File: config.mk
export PLATFORM = sky130hd
export DESIGN_NAME = tpg_stream_adapter_flat
export DESIGN_NICKNAME = d
export VERILOG_FILES = /design/src/rtl/tpg_stream_adapter_if.sv /design/src/rtl/tpg_stream_adapter.sv /design/src/flat_wrapper.sv
export SDC_FILE = /design/constraint.sdc
export NUM_CORES = 1
export LEC_CHECK = 0
export ABC_AREA = 0
export BUFFER_PORTS_ARGS = -buffer_cell sky130_fd_sc_hd__buf_2
export CORE_MARGIN = 1
export CORE_UTILIZATION = 25
export CTS_CLUSTER_SIZE = 40
export DETAILED_ROUTE_END_ITERATION = 6
export GPL_ROUTABILITY_DRIVEN = 0
export PLACE_DENSITY = 0.43
export SLEW_MARGIN = 10
export SYNTH_ARGS = -nofsm -noshare
export SYNTH_HDL_FRONTEND = slang
export SYNTH_SLANG_ARGS = --single-unit
File: constraint.sdc
create_clock -name clk -period 3.3 [get_ports clk]
set_input_delay 0.165 -clock clk [delete_from_list [all_inputs] [get_ports clk]]
set_output_delay 0.165 -clock clk [all_outputs]
set_load 0.02 [all_outputs]
File: src/rtl/tpg_stream_adapter_if.sv
`default_nettype none
// ============================================================================
// Module   : tpg_stream_adapter_if
// Purpose  : Valid/ready pixel stream carrying frame and line sideband.
//            The master drives data, valid, sof and eol. The slave drives ready.
// Ports    : data  - pixel, 3*PW bits
//            valid - beat present
//            ready - beat accepted (a transfer happens when valid & ready)
//            sof   - first pixel of a frame
//            eol   - last pixel of a line
// Revision : 1.0 - initial release
// ============================================================================
interface tpg_stream_adapter_if #(
    parameter int PW = 8
);
    logic [3*PW-1:0] data;
    logic            valid;
    logic            ready;
    logic            sof;
    logic            eol;

    modport master (output data, output valid, output sof, output eol, input ready);
    modport slave  (input data, input valid, input sof, input eol, output ready);
endinterface
`default_nettype wire

File: src/rtl/tpg_stream_adapter.sv
`default_nettype none
// ============================================================================
// Module   : tpg_stream_adapter
// Purpose  : Converts test-pattern raster output (vs/vld/rgb) into a
//            valid/ready pixel stream with sof/eol sideband. Pixels are
//            buffered in a show-ahead FIFO so that downstream backpressure is
//            absorbed. The raster side is never stalled. A pixel that arrives
//            while the FIFO is full is dropped and flagged as overflow.
//            The block also measures the active line length and the number
//            of active lines in each frame.
// Ports    : clk, rst     - clock, asynchronous active-high reset
//            hs           - raster hsync (not used for framing)
//            vs           - raster vsync, a rising edge starts a frame
//            vld, rgb     - raster pixel qualifier and pixel
//            m            - output stream (master modport)
//            overflow     - sticky flag set when a pixel is dropped
//            clr_ovf      - clears overflow (a drop in the same cycle wins)
//            line_len     - length of the last completed vld run
//            frame_lines  - number of runs in the last completed frame
// Revision : 1.0 - initial release
// ============================================================================
module tpg_stream_adapter #(
    parameter int PW     = 8,
    parameter int H_BITS = 12,
    parameter int V_BITS = 12,
    parameter int DEPTH  = 16
) (
    input  wire                  clk,
    input  wire                  rst,
    input  wire                  hs,
    input  wire                  vs,
    input  wire                  vld,
    input  wire  [3*PW-1:0]      rgb,
    tpg_stream_adapter_if.master m,
    output logic                 overflow,
    input  wire                  clr_ovf,
    output logic [H_BITS-1:0]    line_len,
    output logic [V_BITS-1:0]    frame_lines
);
    localparam int                c_ADDR_W  = $clog2(DEPTH);
    localparam int                c_ENTRY_W = 3*PW + 2;
    localparam logic [c_ADDR_W:0] c_FULL    = (c_ADDR_W+1)'(DEPTH);

    // Raster state
    logic                  r_vsD;
    logic                  r_vldD;
    logic                  r_holdValid;
    logic                  r_holdSof;
    logic [3*PW-1:0]       r_holdPix;
    logic                  r_sofPending;
    logic [H_BITS-1:0]     r_hCount;
    logic [V_BITS-1:0]     r_vCount;

    // FIFO state; each entry is {sof, eol, pixel}
    logic [c_ENTRY_W-1:0]  r_mem [DEPTH];
    logic [c_ADDR_W-1:0]   r_wrPtr;
    logic [c_ADDR_W-1:0]   r_rdPtr;
    logic [c_ADDR_W:0]     r_count;

    logic                  w_vsRise;
    logic                  w_runEnd;
    logic                  w_push;
    logic                  w_pop;
    logic                  w_full;
    logic                  w_empty;
    logic                  w_write;
    logic                  w_drop;
    logic                  w_sofTaken;
    logic                  w_capSof;
    logic [c_ENTRY_W-1:0]  w_pushEntry;
    logic [c_ENTRY_W-1:0]  w_head;
    logic [V_BITS-1:0]     w_vNext;
    logic                  w_unusedHs;

    assign w_unusedHs  = hs;

    assign w_vsRise    = vs & ~r_vsD;
    assign w_runEnd    = r_vldD & ~vld;

    // The held pixel is the last one of its line exactly when vld has
    // dropped in the cycle in which it is pushed.
    assign w_push      = r_holdValid;
    assign w_pushEntry = {r_holdSof, ~vld, r_holdPix};

    assign w_full      = (r_count == c_FULL);
    assign w_empty     = (r_count == '0);
    assign w_pop       = ~w_empty & m.ready;
    assign w_write     = w_push & (~w_full | w_pop);
    assign w_drop      = w_push & w_full & ~w_pop;

    // The pending flag stays set until its pixel is actually stored. A
    // pixel captured in the cycle that stores the sof pixel must not carry
    // sof again. If the sof pixel is dropped instead, the pending flag
    // stays set, so the pixel captured now carries sof.
    assign w_sofTaken  = w_write & r_holdSof;
    assign w_capSof    = r_sofPending & ~w_sofTaken;

    assign w_head      = r_mem[r_rdPtr];
    assign m.valid     = ~w_empty;
    assign m.data      = w_empty ? '0   : w_head[3*PW-1:0];
    assign m.eol       = w_empty ? 1'b0 : w_head[3*PW];
    assign m.sof       = w_empty ? 1'b0 : w_head[3*PW+1];

    // A run end in the vs_rise cycle is included in the latched line count.
    assign w_vNext     = (w_runEnd && !(&r_vCount)) ? r_vCount + 1'b1 : r_vCount;

    always_ff @(posedge clk or posedge rst) begin
        if (rst) begin
            r_vsD        <= 1'b0;
            r_vldD       <= 1'b0;
            r_holdValid  <= 1'b0;
            r_holdSof    <= 1'b0;
            r_holdPix    <= '0;
            r_sofPending <= 1'b0;
        end else begin
            r_vsD        <= vs;
            r_vldD       <= vld;
            r_holdValid  <= vld;
            if (vld) begin
                r_holdPix <= rgb;
                r_holdSof <= w_capSof;
            end
            r_sofPending <= w_vsRise | (w_drop & r_holdSof) | (r_sofPending & ~w_sofTaken);
        end
    end

    always_ff @(posedge clk or posedge rst) begin
        if (rst) begin
            r_wrPtr  <= '0;
            r_rdPtr  <= '0;
            r_count  <= '0;
            overflow <= 1'b0;
        end else begin
            if (w_write) begin
                r_wrPtr <= r_wrPtr + 1'b1;
            end
            if (w_pop) begin
                r_rdPtr <= r_rdPtr + 1'b1;
            end
            case ({w_write, w_pop})
                2'b10:   r_count <= r_count + 1'b1;
                2'b01:   r_count <= r_count - 1'b1;
                default: r_count <= r_count;
            endcase
            if (w_drop) begin
                overflow <= 1'b1;
            end else if (clr_ovf) begin
                overflow <= 1'b0;
            end
        end
    end

    // The storage array has no reset. The entries are only visible through
    // the occupancy count, and reset clears that count.
    always_ff @(posedge clk) begin
        if (w_write) begin
            r_mem[r_wrPtr] <= w_pushEntry;
        end
    end

    always_ff @(posedge clk or posedge rst) begin
        if (rst) begin
            r_hCount    <= '0;
            r_vCount    <= '0;
            line_len    <= '0;
            frame_lines <= '0;
        end else begin
            if (vld) begin
                if (!(&r_hCount)) begin
                    r_hCount <= r_hCount + 1'b1;
                end
            end else if (w_runEnd) begin
                line_len <= r_hCount;
                r_hCount <= '0;
            end
            if (w_vsRise) begin
                frame_lines <= w_vNext;
                r_vCount    <= '0;
            end else begin
                r_vCount    <= w_vNext;
            end
        end
    end
endmodule
`default_nettype wire

File: src/flat_wrapper.sv
// flat-port wrapper written by rule: the top's interface ports become plain ports
module tpg_stream_adapter_flat 
#(
    parameter int PW     = 8,
    parameter int H_BITS = 12,
    parameter int V_BITS = 12,
    parameter int DEPTH  = 16
)
  (clk, rst, hs, vs, vld, rgb, overflow, clr_ovf, line_len, frame_lines, m_data, m_valid, m_sof, m_eol, m_ready);
  tpg_stream_adapter_if #(.PW(PW)) m_i ();
  input  wire clk;
  input  wire rst;
  input  wire hs;
  input  wire vs;
  input  wire vld;
  input  wire  [3*PW-1:0] rgb;
  output logic overflow;
  input  wire clr_ovf;
  output logic [H_BITS-1:0] line_len;
  output logic [V_BITS-1:0] frame_lines;
  output wire logic [$bits(m_i.data)-1:0] m_data;
  output wire logic [$bits(m_i.valid)-1:0] m_valid;
  output wire logic [$bits(m_i.sof)-1:0] m_sof;
  output wire logic [$bits(m_i.eol)-1:0] m_eol;
  input wire logic [$bits(m_i.ready)-1:0] m_ready;
  assign m_data = m_i.data;
  assign m_valid = m_i.valid;
  assign m_sof = m_i.sof;
  assign m_eol = m_i.eol;
  assign m_i.ready = m_ready;
  tpg_stream_adapter #(.PW(PW), .H_BITS(H_BITS), .V_BITS(V_BITS), .DEPTH(DEPTH)) u_core (.clk(clk), .rst(rst), .hs(hs), .vs(vs), .vld(vld), .rgb(rgb), .m(m_i), .overflow(overflow), .clr_ovf(clr_ovf), .line_len(line_len), .frame_lines(frame_lines));
endmodule
==> results of run 1 <==
## layout by cell type (no fill, tap or decap), drive strengths merged, types with 23 or more instances in the layout
cell type / n
buf: 104
mux2: 27
o22ai: 28
mux2i: 56
mux4: 104
nand2: 54
o21ai: 23
clkbuf: 89
dlygate4sd3: 28
dfrtp: 90
edfxtp: 416
## stage by stage
| step | setup WS, ps | instance area (µm²) |
|---|---|---|
| after floorplan | 800 | 19900 |
| after global placement | 615 | 21800 |
| after detailed placement | 543 | 21800 |
| after CTS | 173 | 23800 |
| after global routing | 97.3 | 23800 |
| final | 223 | 23800 |
## Yosys cell counts (6+ instances only)
cell type and number:
nand2_1 53, a21oi_1 15, inv_1 10, buf_2 15, dfrtp_1 90, xor2_1 8, xnor2_1 6, a31oi_1 9
o22ai_1 28, nand3_1 15, clkbuf_1 27, o21ai_0 22, nand4_1 7, edfxtp_1 416, or3_1 6, mux2i_1 56
nor2_1 19, ha_1 9, and2_1 14, mux2_2 26, mux4_2 104
## critical path, delay by kind of cell (launching register included)
family | cells | cell delay [ps]
and+or+nand+nor | 3 | 1170
buffers and inverters | 2 | 460
DFF | 1 | 450
AOI/OAI and AO/OA | 1 | 220
## cells by family (layout without fill, tap and decap cells)
family / after synthesis / in the layout / share of synthesized area, %
AO/OA/AOI/OAI: 103 / 103 / 3.41
XOR/XNOR: 14 / 14 / 0.616
adder cells (fa/ha/maj): 9 / 9 / 0.566
buffers and inverters: 64 / 245 / 1.50
flip-flops: 506 / 506 / 74.1
multiplexers: 187 / 187 / 16.1
AND/OR/NAND/NOR: 147 / 147 / 3.74
## worst max path at each step
stage | startpoint | endpoint
2_1_floorplan | rst | u_core.frame_lines[0]
3_3_place_gp | u_core.r_count[1] | u_core.r_mem[6][10]
3_5_place_dp | u_core.r_count[1] | u_core.r_mem[6][10]
4_1_cts | u_core.r_count[1] | m_data[4]
5_1_grt | u_core.r_count[1] | m_sof
6_report | u_core.r_count[1] | m_sof
## layer usage
metal	wire (µm)	global-route usage [%]	part of all wire, %	up-vias
met2	21100	17.8	46	211
met4	1040	3.67	2.2	2
met5	13	0	0.028	-
met3	2050	2.20	4.4	73
li1	-	-	-	4451
met1	22000	16.5	48	5245
## timing repair
action	in CTS	in global routing
buffers inserted	0	0
hold endpoints to repair	78	0
hold buffers	28	0
## registers in the layout (all words and copies together), names as in the netlist
| name | flops |
|---|---|
| u_core.r_count | 5 |
| u_core.r_vsD | 1 |
| u_core.r_holdPix | 24 |
| u_core.frame_lines | 12 |
| u_core.r_mem | 416 |
| u_core.r_vldD | 1 |
| u_core.r_hCount | 12 |
| u_core.r_holdSof | 1 |
| u_core.line_len | 12 |
| u_core.r_vCount | 12 |
| u_core.overflow | 1 |
| u_core.r_rdPtr | 4 |
| u_core.r_wrPtr | 4 |
| u_core.r_sofPending | 1 |
## layout make-up
type	instances	area, µm²	share of cell area [%]
clock buffers	89	1640	6.86
repair buffers	132	1030	4.34
clock inverters	13	154	0.646
flip-flops and latches	506	14800	61.9
multi-input cells	460	4890	20.5
well taps	1050	1310	5.51
inverters	11	43.8	0.184
## power groups by stage
| stage | combinational, mW | clock, mW | sequential [mW] |
|---|---|---|---|
| 2_1_floorplan | 3.86 | 0 | 8.12 |
| 3_3_place_gp | 5.47 | 0 | 8.52 |
| 3_5_place_dp | 5.48 | 0 | 8.56 |
| 4_1_cts | 5.52 | 6.26 | 8.43 |
| 5_1_grt | 5.74 | 6.52 | 8.52 |
| 6_report | 5.32 | 6.08 | 8.41 |
==> impl_metrics.tcl, run 1 <==
set metrics [dict create \
    outcome "finished clean" \
    rsz0062_at_grt "false" \
    grt_max_degree 52 \
    layout-drive-gt1-share_pct 28.2 \
    dp.cells 2131 \
    reg2reg_from "u_core.r_count[1]" \
    worstPathCellList "or4_1 -> or2_1 -> nand2b_2 -> buf_12 -> o22ai_1 -> buf_2" \
    yosys_warnings 0 \
    syn_inst 1030 \
    critical_path_required_ps 3130 \
    overflow 0 \
    tns_ps 0 \
    cts_max_path_buffers 3 \
    portBuffers 81 \
    firstDrtPassIters 5 \
    crit_fanout 26 \
    drt_wl_total_um 46200 \
    clock_sinks 506 \
    cp.arrival_ps 2910 \
    r2r-end "u_core.r_mem[5][5]" \
    hold_ws_ps 228 \
    comb_power_share_pct 26.8 \
    antennaDiodeCount 0 \
    pwr-share-clk_pct 30.7 \
    min_period_ps 3080 \
    crit_path_end_kind "output pin" \
    io_pins 83 \
    min_path_type "input pin to async pin" \
    setup_violations 0 \
    ir_drop_mv 0.413 \
    r2r_cells 4 \
    yosys-top-cells-area "edfxtp_1 (63%), mux4_2 (12%), dfrtp_1 (11%)" \
    cts_tree "done" \
    ys_ff_latch 506 \
    finalHoldViolations 0 \
    power_density_nw_per_um2 831 \
    synth_area_per_cell_um2 19.3 \
    slowest_stage "or4_1" \
    routed_via_density 4.41 \
    drc 0 \
    grt_usage_pct 11.6 \
    clock_skew_ps 24.7 \
    maxSlewViolCount 0 \
    vias 9982 \
    power_mw 19.8 \
    synth_flop_cell "edfxtp_1" \
    synth_edf_count 416 \
    clockRootBuffer "clkbuf_16" \
    synth.distinct_cells 61 \
    cp_slowest_stage_delay_ps 700 \
    start_util_pct 25.2 \
    die_y_um 284 \
    critPathKind "flop to output pin" \
    grt_pass1_wl_um 70300 \
    max_cap_viol_count 0 \
    syn2layout_area_growth_pct 19.7 \
    fin_crit_sh_pct 93.2 \
    netlist.area_leader.share_pct 62.7 \
    die_area_um2 80800 \
    worst_pin_slew_ps 1110 \
    seq_power_share_pct 42.5 \
    dp_hpwl_um 25600 \
    worstSkewPairLatency_ps 610 \
    drt_iter0_drc 710 \
    finalNonFillerCells 2261 \
    nFillCells 7766 \
    async_reset_ff_share_pct 17.8 \
    fp-row-count 103 \
    regToRegSetupSlack_ps 470 \
    wl_per_cell_um 20.4 \
    critPathLaunchType "flop" \
    sw_frac_of_total_pct 30.5 \
    power.internal_mw 13.8 \
    cts_buffers 55 \
    die_x_um 284 \
    fin_nets 1206 \
    p_leak_nw 8.08 \
    htreeDepth 2 \
    yosysTopAreaCell "edfxtp_1" \
    clk_pin_slew_ps 60 \
    antenna_found_initial 3 \
    netlist_area_um2 19900 \
    p_switching_mw 6.04 \
    core_um2 78900 \
    syn-num-nets 1070 \
    ctsResizeCount 0 \
    max_slew_margin_pct 25.8 \
    grt_pass1_vias 10577 \
    ys_seq_area_share_pct 74.1 \
    max_freq_mhz 325 \
    ant_nets 0 \
    final_util_pct 30.2 \
]
No activity file was read; power rests on OpenSTA's default activity.
==> run 2, diff against run 1 <==
--- a/config.mk
+++ b/config.mk
@@ -7,8 +7,9 @@
 export LEC_CHECK = 0
 export ABC_AREA = 0
 export BUFFER_PORTS_ARGS = -buffer_cell sky130_fd_sc_hd__buf_2
-export CORE_MARGIN = 1
+export CORE_ASPECT_RATIO = 1.75
 export CORE_UTILIZATION = 25
+export CTS_BUF_LIST = sky130_fd_sc_hd__clkbuf_16
 export CTS_CLUSTER_SIZE = 40
 export DETAILED_ROUTE_END_ITERATION = 6
 export GPL_ROUTABILITY_DRIVEN = 0
==> run 2 against run 1 <==
  * Register-to-register slack improved by 150 ps
  * Sequential cell count did not move
  * Routed wire length rose by 4.9%
  * Sequential share of layout area rose by 0.36 points
  * Power fell by 3.4%
  * Clock skew rose by 2.3 ps
  * Critical path depth did not move
  * Critical path type unchanged
==> impl_metrics.tcl, run 2 (synthesis results as in run 1) <==
set metrics [dict create \
    outcome "finished clean" \
    r2r-end "u_core.r_count[4]" \
    grt-busiest-layer "met2" \
    seq_power_share_pct 43.8 \
    crit_fanout 12 \
    max_slew_margin_pct 33.7 \
    grt_pass1_wl_um 72700 \
    firstDrtPassIters 5 \
    finalHoldViolations 0 \
    min_period_ps 3090 \
    clock_skew_ps 26.9 \
    power_density_nw_per_um2 808 \
    min_path_type "input pin to flop" \
    clockRootBuffer "clkbuf_16" \
    seq_area_um2 14800 \
    power_mw 19.1 \
    worstHoldEndpoint "u_core.r_vsD" \
    max_freq_mhz 324 \
    syn2layout_area_growth_pct 19.0 \
    layout-drive-gt1-share_pct 28.8 \
    drc 0 \
    sw_frac_of_total_pct 31.8 \
    overflow 0 \
    mostFrequentLayoutCells "edfxtp_1 (416), mux4_2 (104), dfrtp_1 (87), buf_2 (81), mux2i_1 (56)" \
    met3_usage_pct 1.89 \
    grtUsageMet2_pct 22.8 \
    rsz0062_at_grt "false" \
    fp-row-count 136 \
    setup_violations 0 \
    worstHoldStart "vs" \
    largest_register_ffs 416 \
    hold_depth 2 \
    slowest_stage "or4_1" \
    critPathKind "flop to output pin" \
    pwr-share-clk_pct 27.9 \
    cts_max_path_buffers 3 \
    fin_crit_sh_pct 93.7 \
    grt_pass1_vias 11051 \
    cp.arrival_ps 2930 \
    die_y_um 375 \
    wl_per_cell_um 21.5 \
    antenna_found_initial 0 \
    portBuffers 81 \
    cts_tree "done" \
    grtUsageMet1_pct 14.2 \
    top_regs "u_core.r_mem (416), u_core.r_holdPix (24)" \
    io_pins 83 \
    power.internal_mw 13.1 \
    dp_hpwl_um 29200 \
    tns_ps 0 \
    ant_nets 0 \
    grt_usage_pct 12.2 \
    die_area_um2 80800 \
    vias 9958 \
    crit_path_end_kind "output pin" \
    start_util_pct 25.3 \
    cts_buffers 49 \
    drt_iter0_drc 505 \
    htreeDepth 2 \
    max_cap_viol_count 0 \
    worstPathCellList "or4_1 -> or2_1 -> nand2b_4 -> buf_12 -> o22ai_1 -> buf_2" \
    multiInputGateArea_um2 4900 \
    core_um2 78600 \
    comb_power_share_pct 28.3 \
    r2r_cells 8 \
    worst_pin_slew_ps 994 \
    critPathLaunchType "flop" \
    worstSkewPairLatency_ps 610 \
    grt_max_degree 49 \
    reg2reg_from "u_core.r_count[1]" \
    cp_slowest_stage_delay_ps 690 \
    nFillCells 7751 \
    fin_nets 1221 \
    critical_path_required_ps 3130 \
    die_x_um 215 \
    maxSlewViolCount 0 \
    routed_via_density 4.41 \
    ir_drop_mv 0.429 \
    clk_pin_slew_ps 60 \
    final_common_cell "edfxtp_1" \
    regMostFlops "u_core.r_mem" \
    antennaDiodeCount 0 \
    clock_sinks 506 \
    regToRegSetupSlack_ps 620 \
    drt_wl_total_um 48400 \
    p_leak_nw 8.12 \
    p_switching_mw 6.09 \
]
## run 2: changes by cell type in the layout (fill, tap and decap cells not counted), moves of 4 or more
cell / before / now
clkbuf_8: 11 / 0
clkinv_1: 4 / 9
clkinv_2: 4 / 8
clkbuf_16: 56 / 49
buf_4: 9 / 29
inv_1: 9 / 26
clkbuf_1: 22 / 0
## run 2: timing repair
action / 4_1_cts / 5_1_grt
endpoints found under the setup margin: 0 / 5
resized for setup: 0 / 2
endpoints found under the hold margin: 76 / 0
setup buffers: 0 / 0
hold buffers: 29 / 0
## run 2: layout make-up
type | count | share of cell area [%]
clock inverters | 43 | 1.16
multi-input cells | 460 | 20.7
well taps | 1035 | 5.47
flip-flops and latches | 506 | 62.3
inverters | 11 | 0.185
repair buffers | 153 | 5.04
clock buffers | 49 | 5.18
## run 2: worst max path at each step
stage / end / startpoint / cells past startpoint / slack [ps]
floorplan: u_core.frame_lines[0] / rst / 1 / 800
global placement: u_core.r_count[4] / u_core.r_count[1] / 8 / 640
detailed placement: u_core.r_count[4] / u_core.r_count[1] / 8 / 620
CTS: m_data[23] / u_core.r_count[1] / 5 / 7
global route: m_data[19] / u_core.r_rdPtr[0] / 5 / 50
finish: m_data[10] / u_core.r_count[1] / 6 / 210
## run 2: stage by stage
| step | hold WS, ps | instances | setup WS, ps | util [%] | cell area [µm²] |
|---|---|---|---|---|---|
| global route | 207 | 2257 | 49.9 | 30.1 | 23700 |
| floorplan | 196 | 1030 | 800 | - | 19900 |
| detailed placement | 302 | 2136 | 621 | 27.8 | 21900 |
| finish | 221 | 2257 | 209 | 30.1 | 23700 |
| global placement | 298 | 2136 | 641 | 27.8 | 21900 |
| CTS | 167 | 2257 | 6.99 | 30.1 | 23700 |
## run 2: worst max-delay path, delay by kind of cell, from the launching register on
family	cells	cell delay, ps
compound gates	1	150
buf+inv	2	380
flops	1	440
simple gates	3	1340
## run 2: power groups by stage
| stage | Clock [mW] | Sequential, mW | Combinational [mW] |
|---|---|---|---|
| final | 5.35 | 8.38 | 5.41 |
| after global routing | 5.73 | 8.48 | 5.87 |
| after CTS | 5.56 | 8.40 | 5.63 |
| after detailed placement | 0 | 8.54 | 5.60 |
| after global placement | 0 | 8.50 | 5.61 |
| after floorplan | 0 | 8.12 | 3.86 |
## run 2: metal layers
layer	routed length (µm)	up-vias
li1	-	4480
met1	19300	5264
met2	26300	155
met3	1560	59
met4	1260	0
met5	0	-
